[config.mk]
export PLATFORM = sky130hd
export DESIGN_NAME = fetch_queue
export DESIGN_NICKNAME = d
export VERILOG_FILES = /design/src/rtl/fetch_pkg.sv /design/src/rtl/fetch_fifo.sv /design/src/rtl/fetch_queue.sv
export SDC_FILE = /design/constraint.sdc
export NUM_CORES = 1
export LEC_CHECK = 0
export BUFFER_PORTS_ARGS = -buffer_cell sky130_fd_sc_hd__buf_2
export CORE_UTILIZATION = 59
export DETAILED_ROUTE_END_ITERATION = 10
export PLACE_DENSITY = 0.91
export REMOVE_ABC_BUFFERS = 1
export SLEW_MARGIN = 20
export SYNTH_ARGS = -nofsm -noshare
export SYNTH_HDL_FRONTEND = slang
export SYNTH_HIERARCHICAL = 1
export SYNTH_SLANG_ARGS = --single-unit
[constraint.sdc]
create_clock -name clk -period 3.4 [get_ports clk]
set_input_delay 0 -clock clk [delete_from_list [all_inputs] [get_ports clk]]
set_output_delay 0 -clock clk [all_outputs]
set_load 0.02 [all_outputs]
[src/rtl/fetch_pkg.sv]
// Shared constants and entry type for the instruction-fetch front end.
package fetch_pkg;

  localparam int INST_W = 32;
  localparam int PC_INC = 4;
  localparam int FETCH_ADDR_W = 8;
  localparam logic [INST_W-1:0] ECALL_INST = 32'h0000_0073;

  typedef struct packed {
    logic [FETCH_ADDR_W-1:0] pc;
    logic [INST_W-1:0]       inst;
  } fetch_entry_t;

  function automatic logic is_ecall(input logic [INST_W-1:0] word);
    return word == ECALL_INST;
  endfunction

endpackage

[src/rtl/fetch_fifo.sv]
// Generic DEPTH x WIDTH synchronous FIFO with flush, occupancy count and
// registered storage; the head entry is read straight from the storage array.
module fetch_fifo #(
  parameter  int DEPTH = 4,
  parameter  int WIDTH = 40,
  localparam int PTR_W = $clog2(DEPTH),
  localparam int CNT_W = PTR_W + 1
) (
  input  logic             clk_i,
  input  logic             rst_ni,
  input  logic             flush_i,
  input  logic             push_i,
  input  logic             pop_i,
  input  logic [WIDTH-1:0] wdata_i,
  output logic [WIDTH-1:0] rdata_o,
  output logic             valid_o,
  output logic             full_o,
  output logic [CNT_W-1:0] count_o
);

  localparam logic [CNT_W-1:0] FULL_CNT = CNT_W'(DEPTH);

  logic [WIDTH-1:0] mem_q [DEPTH];
  logic [PTR_W-1:0] rd_ptr_q, rd_ptr_d;
  logic [PTR_W-1:0] wr_ptr_q, wr_ptr_d;
  logic [CNT_W-1:0] count_q, count_d;
  logic             empty, full, do_push, do_pop;

  assign empty   = (count_q == '0);
  assign full    = (count_q == FULL_CNT);
  assign do_pop  = pop_i & ~empty & ~flush_i;
  // A full FIFO still accepts a write when the head leaves in the same cycle.
  assign do_push = push_i & ~flush_i & (~full | do_pop);

  always_comb begin
    rd_ptr_d = rd_ptr_q;
    wr_ptr_d = wr_ptr_q;
    count_d  = count_q;
    if (flush_i) begin
      rd_ptr_d = '0;
      wr_ptr_d = '0;
      count_d  = '0;
    end else begin
      if (do_push) wr_ptr_d = wr_ptr_q + PTR_W'(1);
      if (do_pop)  rd_ptr_d = rd_ptr_q + PTR_W'(1);
      case ({do_push, do_pop})
        2'b10:   count_d = count_q + CNT_W'(1);
        2'b01:   count_d = count_q - CNT_W'(1);
        default: count_d = count_q;
      endcase
    end
  end

  always_ff @(posedge clk_i or negedge rst_ni) begin
    if (!rst_ni) begin
      rd_ptr_q <= '0;
      wr_ptr_q <= '0;
      count_q  <= '0;
    end else begin
      rd_ptr_q <= rd_ptr_d;
      wr_ptr_q <= wr_ptr_d;
      count_q  <= count_d;
    end
  end

  always_ff @(posedge clk_i or negedge rst_ni) begin
    if (!rst_ni) begin
      for (int i = 0; i < DEPTH; i++) mem_q[i] <= '0;
    end else if (do_push) begin
      mem_q[wr_ptr_q] <= wdata_i;
    end
  end

  assign rdata_o = mem_q[rd_ptr_q];
  assign valid_o = ~empty;
  assign full_o  = full;
  assign count_o = count_q;

endmodule

[src/rtl/fetch_queue.sv]
// Instruction-fetch front end: PC generation, redirect/ecall-halt control and
// a small FIFO toward decode. FETCH_BYPASS_EN adds an empty-FIFO bypass path.
module fetch_queue
  import fetch_pkg::*;
#(
  parameter  int                ADDR_W   = 8,
  parameter  int                DEPTH    = 4,
  parameter  logic [ADDR_W-1:0] RESET_PC = '0,
  localparam int                CNT_W    = $clog2(DEPTH) + 1
) (
  input  logic              clk,
  input  logic              rst,
  output logic [ADDR_W-1:0] inst_addr,
  input  logic [31:0]       inst_rdata,
  input  logic              redirect_valid,
  input  logic [ADDR_W-1:0] redirect_pc,
  output logic              out_valid,
  input  logic              out_ready,
  output logic [31:0]       out_inst,
  output logic [ADDR_W-1:0] out_pc,
  output logic [CNT_W-1:0]  count,
  output logic              halted
);

  typedef struct packed {
    logic [ADDR_W-1:0] pc;
    logic [INST_W-1:0] inst;
  } entry_t;

  logic [ADDR_W-1:0] pc_q, pc_d;
  logic              halted_q, halted_d;
  logic              fifo_valid, fifo_full, fifo_push, fifo_pop, push;
  entry_t            fifo_wdata, fifo_rdata;

  assign fifo_pop   = fifo_valid & out_ready;
  assign push       = ~halted_q & ~redirect_valid & (~fifo_full | fifo_pop);
  assign fifo_wdata = '{pc: pc_q, inst: inst_rdata};

`ifdef FETCH_BYPASS_EN
  logic bypass;

  // Empty FIFO: the fetched word is shown this cycle and only stored if not taken.
  assign bypass    = push & ~fifo_valid;
  assign fifo_push = push & ~(bypass & out_ready);
  assign out_valid = fifo_valid | bypass;
  assign out_inst  = bypass ? inst_rdata : fifo_rdata.inst;
  assign out_pc    = bypass ? pc_q : fifo_rdata.pc;
`else
  assign fifo_push = push;
  assign out_valid = fifo_valid;
  assign out_inst  = fifo_rdata.inst;
  assign out_pc    = fifo_rdata.pc;
`endif

  always_comb begin
    pc_d     = pc_q;
    halted_d = halted_q;
    if (redirect_valid) begin
      pc_d     = redirect_pc & ~ADDR_W'(3);
      halted_d = 1'b0;
    end else if (push) begin
      pc_d = pc_q + ADDR_W'(PC_INC);
      if (is_ecall(inst_rdata)) halted_d = 1'b1;
    end
  end

  always_ff @(posedge clk or negedge rst) begin
    if (!rst) begin
      pc_q     <= RESET_PC;
      halted_q <= 1'b0;
    end else begin
      pc_q     <= pc_d;
      halted_q <= halted_d;
    end
  end

  fetch_fifo #(
    .DEPTH (DEPTH),
    .WIDTH (ADDR_W + INST_W)
  ) u_fifo (
    .clk_i   (clk),
    .rst_ni  (rst),
    .flush_i (redirect_valid),
    .push_i  (fifo_push),
    .pop_i   (fifo_pop),
    .wdata_i (fifo_wdata),
    .rdata_o (fifo_rdata),
    .valid_o (fifo_valid),
    .full_o  (fifo_full),
    .count_o (count)
  );

  assign inst_addr = pc_q;
  assign halted    = halted_q;

endmodule

Yosys cells after proc, flatten, opt, wreduce, memory -nomap -nowiden
Index checks and enable logic that the tools add are counted.

Add/subtract/negate cells: 5. $lt $le $gt $ge: 3. Eq/ne operators: 4. Multiplexer cells: 17. Bitwise operators: 15. Reductions and logical operators: 8.

Operator list (number): $bwmux W160 (1); $mux W40 (3); $bmux W40 S2 (1); $demux W40 S2 (1); $eq A32 B7 Y1 const B (1); $mux W8 (2); $add A8 B3 Y8 const B (1); $mux W2 (4); $reduce_bool A2 Y1 (4); $and A1 B1 Y1 (7); $ge A3 B3 Y1 const B (2); $not A2 Y3 (2); $pmux W3 S2 (1); $add A2 B1 Y2 const B (2); $not A1 Y1 (4); $add A3 B1 Y3 const B (1); $eq A3 B3 Y1 const B (1); $logic_not A3 Y1 (1); $lt A3 B1 Y1 const B (1); $mux W1 (3); $mux W3 (1); $reduce_bool A3 Y1 (1); $sub A3 B1 Y3 const B (1); $eq A2 B1 Y1 const B (1); other kinds (4) (5).

Bits in registers: 176. Output and inout port bits: 53. Word-level logic and storage cells: 61.

Logic depth before layout (Yosys ltp)
Gate-level depths: netlist of the first run.

Depth in word-level cells: 10. Depth in mapped cells: 12. Depth with buffers taken out: 10.

Cells and area by module
Netlist of the first run, hierarchy kept.

Modules (own cells, without submodules): fetch_fifo (instances 1, cells each 457, area an instance 8323.0 µm², seq. area each 4179.0 µm²); fetch_queue (instances 1, cells each 60, area an instance 524.3 µm², seq. area each 175.2 µm²).

Worst setup path after synthesis of the first run
OpenSTA, ideal clock, no wires.

Kind: reg-to-reg. From: register u_fifo.count_q[1] (netlist: u_fifo/count_o[1]). To: register u_fifo.count_q[2] (netlist: u_fifo/count_o[2]). Library setup time: 133 ps. Data arrival time: 2976 ps. Data required time: 3267 ps. Path slack: 291 ps. Cell stages (with the launch flop): 12. Period minus slack after synthesis: 3109 ps. Path through: dfrtp_1 clkbuf_1 or3_1 a21bo_2 nand2_1 nor2_1 clkbuf_1 nor3_1 fa_1 or3b_2 nand3_1 a31oi_1.

Longest elaborated chain between the ends: 10.

Ends and longest elaborated chain: start, declared (RTL line fetch_fifo.sv:26) `logic [CNT_W-1:0] count_q, count_d;`; start signal, assigned (RTL line fetch_fifo.sv:62) `count_q <= count_d;`; $logic_not A3 Y1 * (RTL line fetch_fifo.sv:29) `assign empty = (count_q == '0);`; $not A1 Y1 * (RTL line fetch_fifo.sv:75) `assign valid_o = ~empty;`; net out_valid (RTL line fetch_queue.sv:17) `output logic out_valid,`; $and A1 B1 Y1 * (RTL line fetch_queue.sv:35) `assign fifo_pop = fifo_valid & out_ready;`; $or A1 B1 Y1 * (RTL line fetch_queue.sv:36) `assign push = ~halted_q & ~redirect_valid & (~fifo_full | fifo_pop);`; $and A1 B1 Y1 * (RTL line fetch_queue.sv:36); net fifo_push (RTL line fetch_queue.sv:32) `logic fifo_valid, fifo_full, fifo_push, fifo_pop, push;`; $and A1 B1 Y1 * (2 in a row) (RTL line fetch_fifo.sv:33) `assign do_push = push_i & ~flush_i & (~full | do_pop);`; $eq A2 B1 Y1 / $eq A2 B2 Y1 (equally long branches) (RTL line fetch_fifo.sv:46) `case ({do_push, do_pop})`; $pmux W3 S2 (RTL line fetch_fifo.sv:46); $mux W3 (RTL line fetch_fifo.sv:39) `if (flush_i) begin`.

Mark *: on every way through the listed nets, which the timed path passes. The rest lies on a longest branch. A chain may end at the register's enable or synchronous reset.

Worst setup path after layout of the first run
From: register u_fifo.count_q[2] (netlist: u_fifo/count_o[2]). To: register u_fifo/mem_q[99] (netlist name).

Longest elaborated chain between the ends: 7.

Ends and longest elaborated chain: $logic_not A3 Y1 * (RTL line fetch_fifo.sv:29); $not A1 Y1 * (RTL line fetch_fifo.sv:75); $and A1 B1 Y1 * (RTL line fetch_queue.sv:35); net fifo_pop (RTL line fetch_queue.sv:32); $or A1 B1 Y1 / $and A1 B1 Y1 (equally long branches) (RTL line fetch_queue.sv:36, fetch_fifo.sv:31); $and A1 B1 Y1 (on tied branches) (RTL line fetch_queue.sv:36, fetch_fifo.sv:31); $and A1 B1 Y1 / $or A1 B1 Y1 (equally long branches) (RTL line fetch_fifo.sv:33); $and A1 B1 Y1 * (RTL line fetch_fifo.sv:33); end signal, assigned by index (RTL line fetch_fifo.sv:70) `mem_q[wr_ptr_q] <= wdata_i;`; end, declared (RTL line fetch_fifo.sv:23) `logic [WIDTH-1:0] mem_q [DEPTH];`.

Marked as above.

==> summary.txt, run 1 <==
GRT
  – Initial antenna violation count: 0
  – GR Util All Layers: 26.3%
  – Vias in the first global route: 5769
  – First-pass GRT wire length: 31100 um
  – Pin count of the biggest net entering global routing: 115
  – Grt ovf: 0

Logic synthesis
  – Synth unique cells: 51
  – Syn. warnings: 6
  – Cells taking the most area after synthesis: dfrtp_1 (49%), mux2_4 (27%), mux4_2 (10%), buf_12 (3.6%), nand3_4 (0.79%)
  – Sequential area share after synthesis: 49.2%
  – #FFs+latches synth: 174
  – Netlist Area Pre-Place: 0.00885 mm^2
  – Post-synth EDFFs: 0
  – Post-synth top cells: dfrtp_1 (174), mux2_4 (160), mux4_2 (40)
  – Syn Area/Cell: 17.1 um^2
  – Cells after Synth: 517
  – Synth top area share: 49.2%
  – Post-synth top area cell: dfrtp_1
  – Most used DFF post-synth: dfrtp_1
  – Async set or reset register ratio after synthesis: 100%
  – Most frequent cell after synthesis: dfrtp_1

STA
  – Tightest Pin Transition: 1.16 ns
  – Upper clock frequency limit: 338 MHz
  – Hold Violations, Final: 0
  – Fin crit share: 87.1%
  – Max Clock Skew: 0.00911 ns
  – Worst Hold Slack: 0.137 ns
  – Count of final setup violators: 0
  – Setup TNS: 0 ns
  – RSZ-0062 raised after global routing: no
  – Max-slew headroom: 22.6%
  – Final setup margin: 0.440 ns
  – Min Tclk post-route: 2.96 ns
  – Max-slew violation count: 0

Clock network
  – CTS tree: done
  – Clock sinks: 174
  – H-tree depth: 4
  – Worst-path clk slew: 0.07 ns
  – CTS root buffer: clkbuf_16
  – Cts repair resizes: 0
  – Setup Buffers After CTS: 0
  – CTS Buf Count: 17
  – Worst-skew pair later-pin latency: 0.42 ns
  – Maximum clock path buffer count: 2
  – Hold_buf cts: 41

Layout
  – Diode count: 0
  – Fraction of layout cells with a size suffix above 1: 52.0%
  – Fill cells: 882
  – Nets: 706
  – Synthesis-to-finish area growth: 17.6%

Critical path
  – Worst Setup Path Type: register to register
  – Critical path cell sequence: or3_1 -> and2_1 -> or4b_1 -> nand3_4 -> buf_12 -> mux2_4
  – Crit start category: register
  – Critical path's top delay family: simple AND/OR/NAND/NOR gates
  – Setup crit start: u_fifo/count_o[2]
  – Critical Path RT: 3.71 ns
  – Worst-path fanout max: 29
  – Arr. time, crit path: 3.27 ns
  – Buf/Inv on CP: 1
  – Crit path largest cell delay: 0.81 ns
  – CP Capture Type: register
  – Worst r2r src: u_fifo/count_o[2]
  – Slowest cell on crit path: or4b_1

Worst hold path
  – Min-Delay Path Class: input pin to register
  – Hold_sp: out_ready

Drt
  – Avg WL per Cell: 22.5 um
  – Initial DRT Pass Iterations: 4
  – Final WL: 19200 um
  – Drc violations: 0
  – Met3 wire len: 876 um
  – Antenna-violating nets left: 0
  – Metal2 WL: 10000 um
  – Vias per inst: 5.95
  – 1st-iter DRT viols: 258
  – Top Layer Used: met4
  – Met1 wire length: 7980 um
  – DR vias: 5075

Pwr
  – Power per cell area: 712 mW/mm^2
  – VDD IR-drop max: 0.000471 V
  – Leak Pwr: 5.14 nW

Place
  – GPL Wtd Cong: 0.768
  – Port Buffers: 92
  – DP HPWL: 11300 um
  – Placement Setup Slack: 0.502 ns

Die
  – Placeable Area: 0.0146 mm^2
  – Top Ports: 97
  – Core Rows: 44
  – Chip Width: 124 um
  – Die footprint: 0.0155 mm^2
  – Starting Density: 60.6%
  – Die height: 124 um

Run status
  – Status: completed

Run
  – Max_cap viols: 0
power breakdown:
group          switching [mW]  internal (mW)  total, mW
combinational           0.848           1.37       2.22
sequential              0.433           2.72       3.16
clock                   0.805           1.24       2.04
total                    2.09           5.33       7.41
registers in the layout, summed over array words and instances (netlist names):
| name | count |
|---|---|
| inst_addr | 6 |
| u_fifo/mem_q | 160 |
| halted | 1 |
| u_fifo/count_o | 3 |
| u_fifo/rd_ptr_q | 2 |
| u_fifo/wr_ptr_q | 2 |
logic make-up after synthesis:
| kind of cell | synth area share, % |
|---|---|
| multiplexers | 37.4 |
| flip-flops | 49.2 |
| AND/OR/NAND/NOR | 4.67 |
| buffers and inverters | 5.12 |
| AO/OA/AOI/OAI | 2.28 |
| adder cells (fa/ha/maj) | 0.933 |
| XOR/XNOR | 0.297 |
| other | 0.0424 |
worst reg2reg max path: cells and delay by family, from the launching register on:
kind	cells	cell delay (ns)
AND/OR/NAND/NOR	4	1.83
multiplexers	1	0.37
flip-flops	1	0.38
buffers and inverters	1	0.27
metrics by stage:
step	cells	utilization, %	power [mW]	instance area, um^2
after floorplan	490	-	4.71	8460
after global placement	780	64.3	5.19	9380
after detailed placement	780	64.3	5.34	9380
after CTS	853	71.3	7.44	10400
after global routing	853	71.3	7.73	10400
final	853	71.3	7.41	10400
area by class of cell:
cell class / instances / area, um^2 / area share, %
sequential: 174 / 4360 / 41.9
multi-input combinational: 308 / 4070 / 39.1
timing repair buffer: 147 / 1100 / 10.5
clock buffer: 23 / 488 / 4.69
tap: 184 / 230 / 2.21
clock inverter: 9 / 133 / 1.27
inverter: 8 / 30.0 / 0.288
per-layer routing:
layer / up-vias / global-route usage (%)
met1: 2686 / 33.1
li1: 2197 / -
met3: 27 / 4.98
met4: 0 / 9.28
met5: - / 0
met2: 165 / 45.3
path summary, 6_finish.rpt:
kind / end / slack, ns / cells after the start
max in group asynchronous: u_fifo/mem_q[129] / 2.28 / 3
max: u_fifo/mem_q[99] / 0.44 / 6
min reg2reg: u_fifo/mem_q[43] / 0.51 / 1
min in group asynchronous: inst_addr[7] / 0.22 / 2
min: inst_addr[3] / 0.14 / 4
max reg2reg: u_fifo/mem_q[99] / 0.44 / 6
placed cells by master, fill, tap and decap left out, types with 3 or more instances in the layout:
master,n
o311ai_0,4
mux2_4,160
buf_4,5
buf_12,9
dfrtp_1,172
nand2b_1,3
dlygate4sd3_1,41
nand3b_1,4
ha_1,5
o21ai_0,6
mux4_2,40
conb_1,10
a31oi_1,4
nand2_1,5
inv_1,7
nand3_4,4
nor4_1,5
xor2_1,3
nor2_1,9
nand3_1,8
clkbuf_8,5
nand4_1,3
buf_2,91
bufinv_16,3
a21oi_1,4
clkbuf_16,17
Power figures use the tool's default switching activity.
==> run 2: changes to the inputs <==
--- a/config.mk
+++ b/config.mk
@@ -9,6 +9,7 @@
 export CORE_UTILIZATION = 59
 export DETAILED_ROUTE_END_ITERATION = 10
 export PLACE_DENSITY = 0.91
+export RECOVER_POWER = 100
 export REMOVE_ABC_BUFFERS = 1
 export SLEW_MARGIN = 20
 export SYNTH_ARGS = -nofsm -noshare
==> run 2 against run 1 <==
  * The flow now finishes with violations (capacitance limit, slew limit)
  * First-iteration DRC count up 9.7%
  * Critical path depth unchanged
  * Sequential cell count unchanged
  * Clock skew shrank 0.0020 ns
  * Register-to-register slack lost 0.14 ns
  * Final cell count stayed put
  * Largest cell class unchanged
==> summary.txt, run 2 (synthesis gave the netlist of run 1 again) <==
Layout
  – Final Non-Filler Cells: 853 (unchanged)
  – Most frequent cells in the layout: dfrtp_1 (173), mux2_1 (131), clkbuf_1 (51) (was dfrtp_1 (172), mux2_4 (160), buf_2 (91))
  – Synthesis-to-finish area growth: 11.2% (was 17.6%)
  – Most common cell after layout, fill and taps aside: dfrtp_1 (unchanged)
  – Diode count: 0 (unchanged)
  – Max reg flops: 160 (unchanged)
  – Fraction of layout cells with a size suffix above 1: 24.8% (was 52.0%)
  – Biggest register: u_fifo/mem_q (unchanged)
  – Nets: 706 (unchanged)

Die
  – Core Rows: 44 (unchanged)
  – Chip Width: 124 um (unchanged)
  – Placeable Area: 0.0146 mm^2 (unchanged)
  – Top Ports: 97 (unchanged)
  – Die height: 124 um (unchanged)
  – Die footprint: 0.0155 mm^2 (unchanged)
  – Starting Density: 60.6% (unchanged)

Worst hold path
  – Min-Delay Path Class: input pin to register (unchanged)

GRT
  – First-pass GRT wire length: 31100 um (unchanged)
  – GR Util All Layers: 26.3% (unchanged)
  – Initial antenna violation count: 0 (unchanged)
  – Vias in the first global route: 5769 (unchanged)
  – GR Util met3: 4.98% (unchanged)
  – Pin count of the biggest net entering global routing: 115 (unchanged)
  – Global Route met1 Usage: 33.1% (unchanged)
  – Most Used Layer, Global Route: met2 (unchanged)
  – Met2 usage: 45.3% (unchanged)
  – Grt ovf: 0 (unchanged)

Pwr
  – Power consumption: 6.93 mW (was 7.41 mW)
  – VDD IR-drop max: 0.000477 V (was 0.000471 V)
  – Power per cell area: 704 mW/mm^2 (was 712 mW/mm^2)
  – Leak Pwr: 4.43 nW (was 5.14 nW)

Clock network
  – H-tree depth: 4 (unchanged)
  – CTS Buf Count: 17 (unchanged)
  – Worst-skew pair later-pin latency: 0.42 ns (about the same)
  – Cts repair resizes: 0 (unchanged)
  – Worst-path clk slew: 0.06 ns (was 0.07 ns)
  – Hold_buf cts: 41 (unchanged)
  – Clock sinks: 174 (unchanged)
  – CTS root buffer: clkbuf_16 (unchanged)
  – CTS tree: done (unchanged)
  – Setup Buffers After CTS: 0 (unchanged)
  – Maximum clock path buffer count: 2 (unchanged)

Place
  – GPL Wtd Cong: 0.768 (unchanged)
  – Port Buffers: 92 (unchanged)
  – Placement Setup Slack: 0.502 ns (unchanged)
  – DP HPWL: 11300 um (unchanged)
  – Placed Cells: 780 (unchanged)

STA
  – Setup TNS: 0 ns (unchanged)
  – Fin crit share: 91.0% (was 87.1%)
  – Count of final setup violators: 0 (unchanged)
  – Max Clock Skew: 0.00715 ns (was 0.00911 ns)
  – RSZ-0062 raised after global routing: no (unchanged)
  – Hold Violations, Final: 0 (unchanged)
  – Final setup margin: 0.305 ns (was 0.440 ns)
  – Min Tclk post-route: 3.10 ns (was 2.96 ns)
  – Max-slew headroom: -40.5% (was 22.6%)
  – Tightest Pin Transition: 2.11 ns (was 1.16 ns)
  – Upper clock frequency limit: 323 MHz (was 338 MHz)
  – Max-slew violation count: 42 (was 0)

Critical path
  – Worst Setup Path Type: register to register (unchanged)
  – Crit start category: register (unchanged)
  – Arr. time, crit path: 3.40 ns (was 3.27 ns)
  – Worst-path fanout max: 29 (unchanged)
  – CP Capture Type: register (unchanged)
  – Slowest cell on crit path: or4b_1 (unchanged)
  – Critical path cell sequence: or3_1 -> and2_0 -> or4b_1 -> nand3_4 -> buf_12 -> mux2_1 (was or3_1 -> and2_1 -> or4b_1 -> nand3_4 -> buf_12 -> mux2_4)
  – Crit path largest cell delay: 0.85 ns (was 0.81 ns)
  – Critical Path RT: 3.71 ns (about the same)
  – Critical path's top delay family: simple AND/OR/NAND/NOR gates (unchanged)
  – Buf/Inv on CP: 1 (unchanged)

Drt
  – DR vias: 5004 (was 5075)
  – Drc violations: 0 (unchanged)
  – Antenna-violating nets left: 0 (unchanged)
  – Vias per inst: 5.87 (was 5.95)
  – Avg WL per Cell: 22.0 um (was 22.5 um)
  – Initial DRT Pass Iterations: 4 (unchanged)
  – Final WL: 18800 um (was 19200 um)
  – 1st-iter DRT viols: 283 (was 258)

Run status
  – Status: finished with violations (was completed)
  – Violated checks: capacitance limit, slew limit

Run
  – Max_cap viols: 1 (was 0)
## run 2: layer usage
metal  share of wire [%]  wire [um]  vias up
met5                   0          0        -
met4                 1.3        250        0
met3                 4.5        851       25
met2                  53       9950      162
met1                  41       7720     2617
li1                    -          -     2200
## run 2: report_power, final
part / leakage (nW) / internal (mW) / switching, mW / total (mW)
Combinational: 1.94 / 0.924 / 0.836 / 1.76
Clock: 0.299 / 1.24 / 0.801 / 2.04
Sequential: 2.19 / 2.72 / 0.409 / 3.13
Total: 4.43 / 4.88 / 2.05 / 6.93
## run 2: metrics by stage
step / utilization (%) / instance area [um^2] / hold WS [ns]
3_5_place_dp: 64.3 / 9380 / 0.205
4_1_cts: 71.3 / 10400 / 0.110
6_report: 67.4 / 9840 / 0.135
2_1_floorplan: - / 8460 / -0.296
3_3_place_gp: 64.3 / 9380 / 0.178
5_1_grt: 67.4 / 9840 / 0.146
## run 2: layout make-up
| class | instances | area [um^2] |
|---|---|---|
| tap | 184 | 230 |
| clock inverter | 9 | 133 |
| multi-input combinational | 308 | 3580 |
| clock buffer | 23 | 488 |
| fill | 1084 | 4750 |
| sequential | 174 | 4360 |
| timing repair buffer | 147 | 1020 |
| inverter | 8 | 30.0 |
## run 2: worst paths after layout
| kind | startpoint | slack, ns | cells after the start | end |
|---|---|---|---|---|
| max | u_fifo/count_o[2] | 0.30 | 6 | u_fifo/mem_q[102] |
| min | out_ready | 0.13 | 4 | inst_addr[3] |
| max reg2reg | u_fifo/count_o[2] | 0.30 | 6 | u_fifo/mem_q[102] |
| min reg2reg | u_fifo/mem_q[43] | 0.49 | 1 | u_fifo/mem_q[43] |
| max in group asynchronous | rst | 1.18 | 3 | u_fifo/mem_q[129] |
| min in group asynchronous | rst | 0.22 | 2 | inst_addr[7] |
## run 2: worst register-to-register path, cell delays in order, from the launching register on
cell and delay [ns]:
dfrtp_1 0.38, or3_1 0.47, and2_0 0.45, or4b_1 0.85, nand3_4 0.19, buf_12 0.25
mux2_1 0.39
